[config.mk]
export PLATFORM = sky130hd
export DESIGN_NAME = alu_mem_stage_flat
export DESIGN_NICKNAME = d
export VERILOG_FILES = /design/src/rtl/cpu16_pkg.sv /design/src/rtl/alu_mem_stage_if.sv /design/src/rtl/alu_mem_stage_alu16_core.sv /design/src/rtl/alu_mem_stage.sv /design/src/flat_wrapper.sv
export SDC_FILE = /design/constraint.sdc
export NUM_CORES = 2
export LEC_CHECK = 0
export ABC_AREA = 1
export CAP_MARGIN = 0
export CORE_MARGIN = 8
export CORE_UTILIZATION = 44
export CTS_BUF_LIST = sky130_fd_sc_hd__clkbuf_4 sky130_fd_sc_hd__clkbuf_8
export CTS_CLUSTER_DIAMETER = 100
export CTS_CLUSTER_SIZE = 28
export DETAILED_ROUTE_END_ITERATION = 10
export HOLD_SLACK_MARGIN = 0.15
export PLACE_DENSITY_LB_ADDON = 0.15
export SLEW_MARGIN = 20
export SYNTH_ARGS = -nofsm -noshare
export SYNTH_HDL_FRONTEND = slang
export SYNTH_SLANG_ARGS = --single-unit
export TNS_END_PERCENT = 100
[constraint.sdc]
create_clock -name Clock -period 108.6 [get_ports Clock]
set_input_delay 16.29 -clock Clock [delete_from_list [all_inputs] [get_ports Clock]]
set_output_delay 16.29 -clock Clock [all_outputs]
set_load 0.1 [all_outputs]
[src/rtl/cpu16_pkg.sv]
// Shared definitions for the 16-bit single-cycle CPU datapath:
// ALU control codes, main-decoder classes, immediate opcodes and the decode helper.
package cpu16_pkg;

    localparam int WORD_W = 16;

    typedef enum logic [3:0] {
        ALU_AND = 4'b0000,
        ALU_OR  = 4'b0001,
        ALU_ADD = 4'b0010,
        ALU_XOR = 4'b0011,
        ALU_SUB = 4'b0110,
        ALU_SLT = 4'b0111,
        ALU_NOR = 4'b1100
    } alu_ctrl_e;

    localparam logic [1:0] ALUOP_ADD   = 2'b00;
    localparam logic [1:0] ALUOP_SUB   = 2'b01;
    localparam logic [1:0] ALUOP_RTYPE = 2'b10;
    localparam logic [1:0] ALUOP_IMM   = 2'b11;

    localparam logic [3:0] OP_ANDI = 4'b0100;
    localparam logic [3:0] OP_ORI  = 4'b0101;
    localparam logic [3:0] OP_XORI = 4'b0110;
    localparam logic [3:0] OP_SLTI = 4'b0111;
    localparam logic [3:0] OP_NORI = 4'b1000;

    // Unrecognised immediate opcodes fall back to ADD so address arithmetic still works.
    function automatic logic [3:0] alu_decode(input logic [1:0] aluop,
                                              input logic [1:0] funct,
                                              input logic [3:0] opcode);
        logic [3:0] ctrl;
        ctrl = ALU_ADD;
        case (aluop)
            ALUOP_ADD: ctrl = ALU_ADD;
            ALUOP_SUB: ctrl = ALU_SUB;
            ALUOP_RTYPE: begin
                case (funct)
                    2'b00:   ctrl = ALU_ADD;
                    2'b01:   ctrl = ALU_SUB;
                    2'b10:   ctrl = ALU_AND;
                    default: ctrl = ALU_OR;
                endcase
            end
            default: begin
                case (opcode)
                    OP_ANDI: ctrl = ALU_AND;
                    OP_ORI:  ctrl = ALU_OR;
                    OP_XORI: ctrl = ALU_XOR;
                    OP_SLTI: ctrl = ALU_SLT;
                    OP_NORI: ctrl = ALU_NOR;
                    default: ctrl = ALU_ADD;
                endcase
            end
        endcase
        return ctrl;
    endfunction

endpackage

[src/rtl/alu_mem_stage_if.sv]
// Operand, control and result bundle between decode/register file and the
// execute-and-memory stage.
interface alu_mem_stage_if
    import cpu16_pkg::*;
();
    logic [1:0]        ALUOp;
    logic [1:0]        Funct;
    logic [3:0]        Opcode;
    logic [WORD_W-1:0] A;
    logic [WORD_W-1:0] B;
    logic              CarryIn;
    logic              MemWrite;
    logic              MemRead;
    logic [WORD_W-1:0] WriteData;
    logic [3:0]        ALUCtrl;
    logic [WORD_W-1:0] Result;
    logic              Zero;
    logic              Overflow;
    logic              CarryOut;
    logic [WORD_W-1:0] ReadData;

    modport master (
        output ALUOp, Funct, Opcode, A, B, CarryIn, MemWrite, MemRead, WriteData,
        input  ALUCtrl, Result, Zero, Overflow, CarryOut, ReadData
    );

    modport slave (
        input  ALUOp, Funct, Opcode, A, B, CarryIn, MemWrite, MemRead, WriteData,
        output ALUCtrl, Result, Zero, Overflow, CarryOut, ReadData
    );
endinterface

[src/rtl/alu_mem_stage_alu16_core.sv]
// Combinational 16-bit ALU with zero, signed-overflow and carry/no-borrow flags.
module alu16_core
    import cpu16_pkg::*;
(
    input  logic [3:0]        ctrl_i,
    input  logic [WORD_W-1:0] a_i,
    input  logic [WORD_W-1:0] b_i,
    input  logic              cin_i,
    output logic [WORD_W-1:0] result_o,
    output logic              zero_o,
    output logic              ovf_o,
    output logic              cout_o
);
    logic [WORD_W:0] sum;
    logic [WORD_W:0] diff;
    logic            add_ovf;
    logic            sub_ovf;

    assign sum  = {1'b0, a_i} + {1'b0, b_i} + {{WORD_W{1'b0}}, cin_i};
    assign diff = {1'b0, a_i} + {1'b0, ~b_i} + {{WORD_W{1'b0}}, 1'b1};

    assign add_ovf = (a_i[WORD_W-1] == b_i[WORD_W-1]) && (sum[WORD_W-1] != a_i[WORD_W-1]);
    assign sub_ovf = (a_i[WORD_W-1] != b_i[WORD_W-1]) && (diff[WORD_W-1] != a_i[WORD_W-1]);

    always_comb begin
        result_o = '0;
        ovf_o    = 1'b0;
        cout_o   = 1'b0;
        case (ctrl_i)
            ALU_ADD: begin
                result_o = sum[WORD_W-1:0];
                cout_o   = sum[WORD_W];
                ovf_o    = add_ovf;
            end
            ALU_SUB: begin
                result_o = diff[WORD_W-1:0];
                cout_o   = diff[WORD_W];
                ovf_o    = sub_ovf;
            end
            // Signed less-than: true sign of A-B is the raw sign corrected by overflow.
            ALU_SLT: result_o = {{(WORD_W-1){1'b0}}, diff[WORD_W-1] ^ sub_ovf};
            ALU_AND: result_o = a_i & b_i;
            ALU_OR:  result_o = a_i | b_i;
            ALU_XOR: result_o = a_i ^ b_i;
            ALU_NOR: result_o = ~(a_i | b_i);
            default: result_o = '0;
        endcase
    end

    assign zero_o = (result_o == '0);

endmodule

[src/rtl/alu_mem_stage.sv]
// Execute-and-memory stage: ALU control decode, 16-bit ALU, and a word-organised
// data memory addressed by the ALU result (byte address, word access).
module alu_mem_stage
    import cpu16_pkg::*;
#(
    parameter int MEM_WORDS = 128
) (
    input  logic           Clock,
    input  logic           Reset,
    alu_mem_stage_if.slave bus
);
    localparam int AW = $clog2(MEM_WORDS);

    logic [3:0]        alu_ctrl;
    logic [WORD_W-1:0] result;
    logic [AW-1:0]     word_idx;
    logic [WORD_W-1:0] mem_q [MEM_WORDS];
    logic              unused_addr_bits;

    assign alu_ctrl = alu_decode(bus.ALUOp, bus.Funct, bus.Opcode);

    alu16_core u_alu (
        .ctrl_i   (alu_ctrl),
        .a_i      (bus.A),
        .b_i      (bus.B),
        .cin_i    (bus.CarryIn),
        .result_o (result),
        .zero_o   (bus.Zero),
        .ovf_o    (bus.Overflow),
        .cout_o   (bus.CarryOut)
    );

    assign bus.ALUCtrl = alu_ctrl;
    assign bus.Result  = result;

    // Byte address, word access: bit 0 and bits above the index width are dropped.
    assign word_idx         = result[AW:1];
    assign unused_addr_bits = ^{result[WORD_W-1:AW+1], result[0]};

    always_ff @(posedge Clock or posedge Reset) begin
        if (Reset) begin
            for (int i = 0; i < MEM_WORDS; i++) begin
                mem_q[i] <= '0;
            end
        end else if (bus.MemWrite) begin
            mem_q[word_idx] <= bus.WriteData;
        end
    end

    assign bus.ReadData = (bus.MemRead && !Reset) ? mem_q[word_idx] : '0;

endmodule

[src/flat_wrapper.sv]
// flat-port wrapper written by rule: the top's interface ports become plain ports
module alu_mem_stage_flat import cpu16_pkg::*;
#(
    parameter int MEM_WORDS = 128
)
  (Clock, Reset, bus_ALUOp, bus_Funct, bus_Opcode, bus_A, bus_B, bus_CarryIn, bus_MemWrite, bus_MemRead, bus_WriteData, bus_ALUCtrl, bus_Result, bus_Zero, bus_Overflow, bus_CarryOut, bus_ReadData);
  alu_mem_stage_if bus_i ();
  input  logic Clock;
  input  logic Reset;
  input wire logic [$bits(bus_i.ALUOp)-1:0] bus_ALUOp;
  input wire logic [$bits(bus_i.Funct)-1:0] bus_Funct;
  input wire logic [$bits(bus_i.Opcode)-1:0] bus_Opcode;
  input wire logic [$bits(bus_i.A)-1:0] bus_A;
  input wire logic [$bits(bus_i.B)-1:0] bus_B;
  input wire logic [$bits(bus_i.CarryIn)-1:0] bus_CarryIn;
  input wire logic [$bits(bus_i.MemWrite)-1:0] bus_MemWrite;
  input wire logic [$bits(bus_i.MemRead)-1:0] bus_MemRead;
  input wire logic [$bits(bus_i.WriteData)-1:0] bus_WriteData;
  output wire logic [$bits(bus_i.ALUCtrl)-1:0] bus_ALUCtrl;
  output wire logic [$bits(bus_i.Result)-1:0] bus_Result;
  output wire logic [$bits(bus_i.Zero)-1:0] bus_Zero;
  output wire logic [$bits(bus_i.Overflow)-1:0] bus_Overflow;
  output wire logic [$bits(bus_i.CarryOut)-1:0] bus_CarryOut;
  output wire logic [$bits(bus_i.ReadData)-1:0] bus_ReadData;
  assign bus_i.ALUOp = bus_ALUOp;
  assign bus_i.Funct = bus_Funct;
  assign bus_i.Opcode = bus_Opcode;
  assign bus_i.A = bus_A;
  assign bus_i.B = bus_B;
  assign bus_i.CarryIn = bus_CarryIn;
  assign bus_i.MemWrite = bus_MemWrite;
  assign bus_i.MemRead = bus_MemRead;
  assign bus_i.WriteData = bus_WriteData;
  assign bus_ALUCtrl = bus_i.ALUCtrl;
  assign bus_Result = bus_i.Result;
  assign bus_Zero = bus_i.Zero;
  assign bus_Overflow = bus_i.Overflow;
  assign bus_CarryOut = bus_i.CarryOut;
  assign bus_ReadData = bus_i.ReadData;
  alu_mem_stage #(.MEM_WORDS(MEM_WORDS)) u_core (.Clock(Clock), .Reset(Reset), .bus(bus_i));
endmodule
After elaboration in Yosys (flattened, before gate mapping)

Index checks and enable logic that the tools add are counted.

Register bits after elaboration: 2048
Bits of input ports: 61
Output and inout bits: 39

$add $sub $neg: 4
Magnitude comparators: 2
Equality and inequality tests: 19
Multiplexer cells: 13
Bitwise logic cells: 7
Reductions and logical operators: 9

Operators by type and width:

| operator              | number |
|---|---|
| $bwmux 2048           | 1 |
| $bmux 16 s7           | 1 |
| $demux 16 s7          | 1 |
| $pmux 16 s7           | 1 |
| $mux 16               | 4 |
| $add 16x16->17        | 2 |
| $not 16->16           | 2 |
| $eq 4x3->1 const B    | 6 |
| $pmux 4 s5            | 1 |
| $add 17x1->17         | 1 |
| $add 17x1->17 const B | 1 |
| $and 16x16->16        | 1 |
| $logic_not 16->1      | 1 |
| $or 16x16->16         | 1 |
| $xor 16x16->16        | 1 |
| $pmux 4 s3            | 1 |
| $pmux 3 s3            | 1 |
| $eq 4x2->1 const B    | 2 |
| $eq 4x4->1 const B    | 2 |
| $ge 8x8->1 const B    | 1 |
| $lt 8x1->1 const B    | 1 |
| $not 7->8             | 1 |
| $eq 2x1->1 const B    | 2 |
| $eq 2x2->1 const B    | 2 |
| other kinds (9)       | 16 |

Logic depth before layout (Yosys ltp)

Depth after elaboration: 13
Depth in mapped cells: 28
Mapped depth without buffers: 27

Hierarchy

From an unflattened synthesis, not the netlist that was laid out.

Cell total of the unflattened synthesis: 13770
Area, all modules: 99600.5 µm²

By module, submodules not included:

| module        | instances | cells each | area an instance (µm²) |
|---|---|---|---|
| alu_mem_stage | 1         | 13201      | 96470.0 |
| alu16_core    | 1         | 569        | 3130.5 |

Least setup slack after synthesis

OpenSTA, ideal clock, no wires.

Path kind: in2out
Start: input port Reset
End: output port bus_ReadData[14]
Arrival time: 63195 ps
Required time: 92310 ps
Setup slack: 29115 ps
Stages on the path: 3
Buffers on the path: 0
Cell sequence: inv_1 > nand2_1 > nor2_1

Cells in the longest elaborated chain, start to end: 3

RTL lines:

| what                             | RTL line            | text |
|---|---|---|
| start, declared                  | flat_wrapper.sv:9   | `input logic Reset;` |
| $logic_not 1->1 (no source line) | n/a                 |  |
| $logic_and 1x1->1                | alu_mem_stage.sv:50 | `assign bus.ReadData = (bus.MemRead && !Reset) ? mem_q[word_idx] : '0;` |
| $mux 16                          | alu_mem_stage.sv:50 |  |
| end, declared                    | flat_wrapper.sv:24  | `output wire logic [$bits(bus_i.ReadData)-1:0] bus_ReadData;` |

Every way passes these cells.

Worst setup path after layout

Start: input port bus_B[0]
End: output port bus_ReadData[1]

Cells in the longest elaborated chain, start to end: 9
Elaborated cells between the ends (all ways): 11
Those cells by class: add/sub (4); mux (5); bitwise (2)

RTL lines:

| what                                         | RTL line                       | text |
|---|---|---|
| start, declared                              | flat_wrapper.sv:14             | `input wire logic [$bits(bus_i.B)-1:0] bus_B;` |
| $not 16->16                                  | alu_mem_stage_alu16_core.sv:20 | `assign diff = {1'b0, a_i} + {1'b0, ~b_i} + {{WORD_W{1'b0}}, 1'b1};` |
| $add 16x16->17                               | alu_mem_stage_alu16_core.sv:20 |  |
| $add 17x1->17                                | alu_mem_stage_alu16_core.sv:20 |  |
| $pmux 16 s7 *                                | alu_mem_stage_alu16_core.sv:29 | `case (ctrl_i)` |
| $not 7->8 (implied by the code) *            | alu_mem_stage.sv:50            |  |
| $bmux 16 s7 *                                | alu_mem_stage.sv:50            |  |
| $mux 16 (implied by the code) * (2 in a row) | alu_mem_stage.sv:50            |  |
| $mux 16 *                                    | alu_mem_stage.sv:50            |  |

Mark *: on every way between the ends. The rest lies on a longest branch, timed or not. The select of a mux whose other input is x is not followed.

==> results.md <==
- Outcome: finished with violations
- Failing checks: DRC
- Num rows: 170
- Fillers: 21.5k
- Critical path fanouts, max: 162
- Mapped Area: 94400 µm²
- Clk Latency, worst-skew pair: 0.92 ns
- FF+latch area: 51200 µm²
- Largest net degree at the start of global routing: 189
- DP Worst Slack: 67.13 ns
- Clock sink total: 2048
- Worst IR Drop VDD: 0.0118 mV
- CTS Hold Buffers Added: 0
- Synth top area share: 0.543
- Setup ws final: 66.97 ns
- Iter 0 DRT Violations: 9046
- Final min period: 41.63 ns
- Multi-input logic area: 38500 µm²
- EDFF count, synth: 0
- Die W: 479 µm
- GRT Total Usage: 0.263
- Post_cts resized: 0
- RSZ-0062 raised after global routing: false
- Placed Cells: 14.1k
- Fmax: 0.0240 GHz
- Routed len/inst: 21.7 µm
- Largest Register: u_core.mem_q
- Via Count: 79.7k
- Synthesized area per cell: 7.87 µm²
- Clk root buf: clkbuf_8
- Slowest cell delay on critical path: 1.23 ns
- Initial Util: 0.441
- DR vias/cell: 5.59
- Metal-1 WL: 137000 µm
- Met3 wire length: 20700 µm
- Post-synthesis register bit count: 2048
- Worst Path Required: 92.31 ns
- Drt pass-1 iters: 9
- H-tree levels: 3
- I/O Buffers: 99
- CTS tree: built
- Max Cap Violations: 0
- Sequential fraction of the synthesis area: 0.543
- NumNets Final: 11.5k
- DP HPWL: 177000 µm
- Final Setup Violations: 0
- Most common cell on crit path: nand2_1
- Ratio of final minimum period to clock period: 0.383
- Die height: 479 µm
- Post-synth ARST share: 1.00
- Min-Delay Path Class: reg -> reg
- Crit. End Element: primary output
- Setup bufs post-CTS: 0
- GR Overflow Total: 0
- Largest regs: u_core.mem_q (2048)
- Mapped Cells: 12.0k
- Power per Cell Area: 19.7 nW/µm²
- WL final: 308000 µm
- Final Instance Area: 98100 µm²
- Die ar.: 230000 µm²
- Clk slew on worst S/H paths: 0.14 ns
- Synth warn: 0
- Clk buf depth: 3
- Number of flip-flops in the largest register: 2048
- Slowest CP cell: clkdlybuf4s50_1
- DR WL met2: 139000 µm
- Commonest non-fill, non-tap cell in the layout: nand2_1
- Synthesis-to-layout area growth: 3.88%
- DP Area: 96300 µm²
- Initial antenna violation count: 8
- CP Cell Sequence: clkdlybuf4s50_1 -> fa_1 -> inv_1 -> fa_1 -> inv_1 -> nand4_1 -> nand2_1 -> nor2_4 -> buf_4 -> nand2_8 -> inv_8 -> buf_12 -> buf_4 -> buf_4 -> nand2_1 -> nand3_1 -> nand2_1 -> o21ai_0 -> nand4_1 -> nand2_1 -> nand2_1 -> nor2_1 -> clkdlybuf4s50_1
- Synth Flop Type: dfrtp_1
- First-pass GRT wire length: 475000 µm
- Syn nets: 12.1k
- Max-slew headroom: 0.195
- CP arrival: 25.34 ns
- Slew Limit Fails: 0
- Non-Filler Instances: 14.2k
- DRC: 1
- RePlAce Congestion: 0.846
- Antenna viol nets, final: 0
- Total I/O pin count: 100
- Number of global-route vias before repair: 75.9k
- Static Leak: 43.9 nW
- Worst Max-Slew Pin Slew: 1.20 ns
- Sum of negative setup slack: 0 ns
- Library cells used by synthesis: 50
- Final Hold Violating Endpoints: 0
- Synth area leaders: dfrtp_1, nand2_1, o21ai_0
- Critical path class: in -> out
- Skew final: 0 ns
- Total CTS buffers: 89
- Core area: 214000 µm²
- Critical path launch point type: input port
- Max Used Layer: met5
- Ratio of cells with drive above 1 in the final layout: 0.0393
- Largest area contributor in the netlist: dfrtp_1
- Most frequent cells in the layout: nand2_1, dfrtp_1, o21ai_0
- Final hold slack: 0.501 ns
metrics by stage:
stage          power, mW  utilization
2_1_floorplan       1.44            -
3_3_place_gp        1.59        0.450
3_5_place_dp        1.61        0.450
4_1_cts             1.94        0.458
5_1_grt             2.06        0.458
6_report            1.94        0.458
cells in the mapped netlist (17+ instances only):
master / instances
buf_4: 26
ha_1: 48
buf_2: 337
nor2_4: 17
nand4_1: 84
o21ai_0: 1243
nand2_1: 4975
nor2_1: 280
clkbuf_1: 615
inv_2: 25
inv_1: 127
buf_1: 20
dfrtp_1: 2048
nand3_1: 1039
o21ai_1: 965
a21oi_1: 42
power by group:
group          internal [mW]  switching, mW
Combinational          0.175          0.383
Sequential             0.944         0.0969
Clock                 0.0944          0.245
cells by family (layout without fill, tap and decap cells):
kind of cell | count (synthesis) | in the layout | share of synthesized area
AOI/OAI and AO/OA | 2293 | 2293 | 0.123
xor gates and xnor gates | 7 | 7 | 0.000649
adders and majority gates | 52 | 52 | 0.00721
buffers and inverters | 1154 | 552 | 0.0516
DFF | 2048 | 2048 | 0.543
other | 0 | 11 | 0
and+or+nand+nor | 6441 | 6441 | 0.275
layer usage:
metal | global-route usage | up-vias
met1 | 0.372 | 39002
li1 | - | 37407
met2 | 0.416 | 2823
met4 | 0.0938 | 2
met5 | 0 | -
met3 | 0.0341 | 419
worst max-delay path: cells and delay by family:
| family | cells | cell delay, ns |
|---|---|---|
| AOI/OAI and AO/OA | 1 | 0.46 |
| and+or+nand+nor | 11 | 2.17 |
| buffers and inverters | 9 | 5.38 |
| adders and majority gates | 2 | 0.70 |
path summary, 6_finish.rpt:
kind | start | end | slack (ns) | cells past startpoint
min reg2reg | u_core.mem_q[1650] | u_core.mem_q[1650] | 0.50 | 2
max reg2reg | u_core.mem_q[595] | u_core.mem_q[595] | 107.83 | 2
min | u_core.mem_q[1650] | u_core.mem_q[1650] | 0.50 | 2
min in group asynchronous | Reset | u_core.mem_q[1114] | 15.84 | 2
max in group asynchronous | Reset | u_core.mem_q[747] | 86.65 | 9
max | bus_B[0] | bus_ReadData[1] | 66.97 | 23
layout make-up:
| type | count | share of cell area |
|---|---|---|
| sequential | 2048 | 0.522 |
| tap | 2838 | 0.0362 |
| timing repair buffer | 275 | 0.0250 |
| multi-input combinational | 8793 | 0.393 |
| clock inverter | 27 | 0.00353 |
| clock buffer | 97 | 0.0135 |
| inverter | 153 | 0.00664 |
| antenna | 11 | 0.000281 |
No activity file was read; power rests on OpenSTA's default activity.
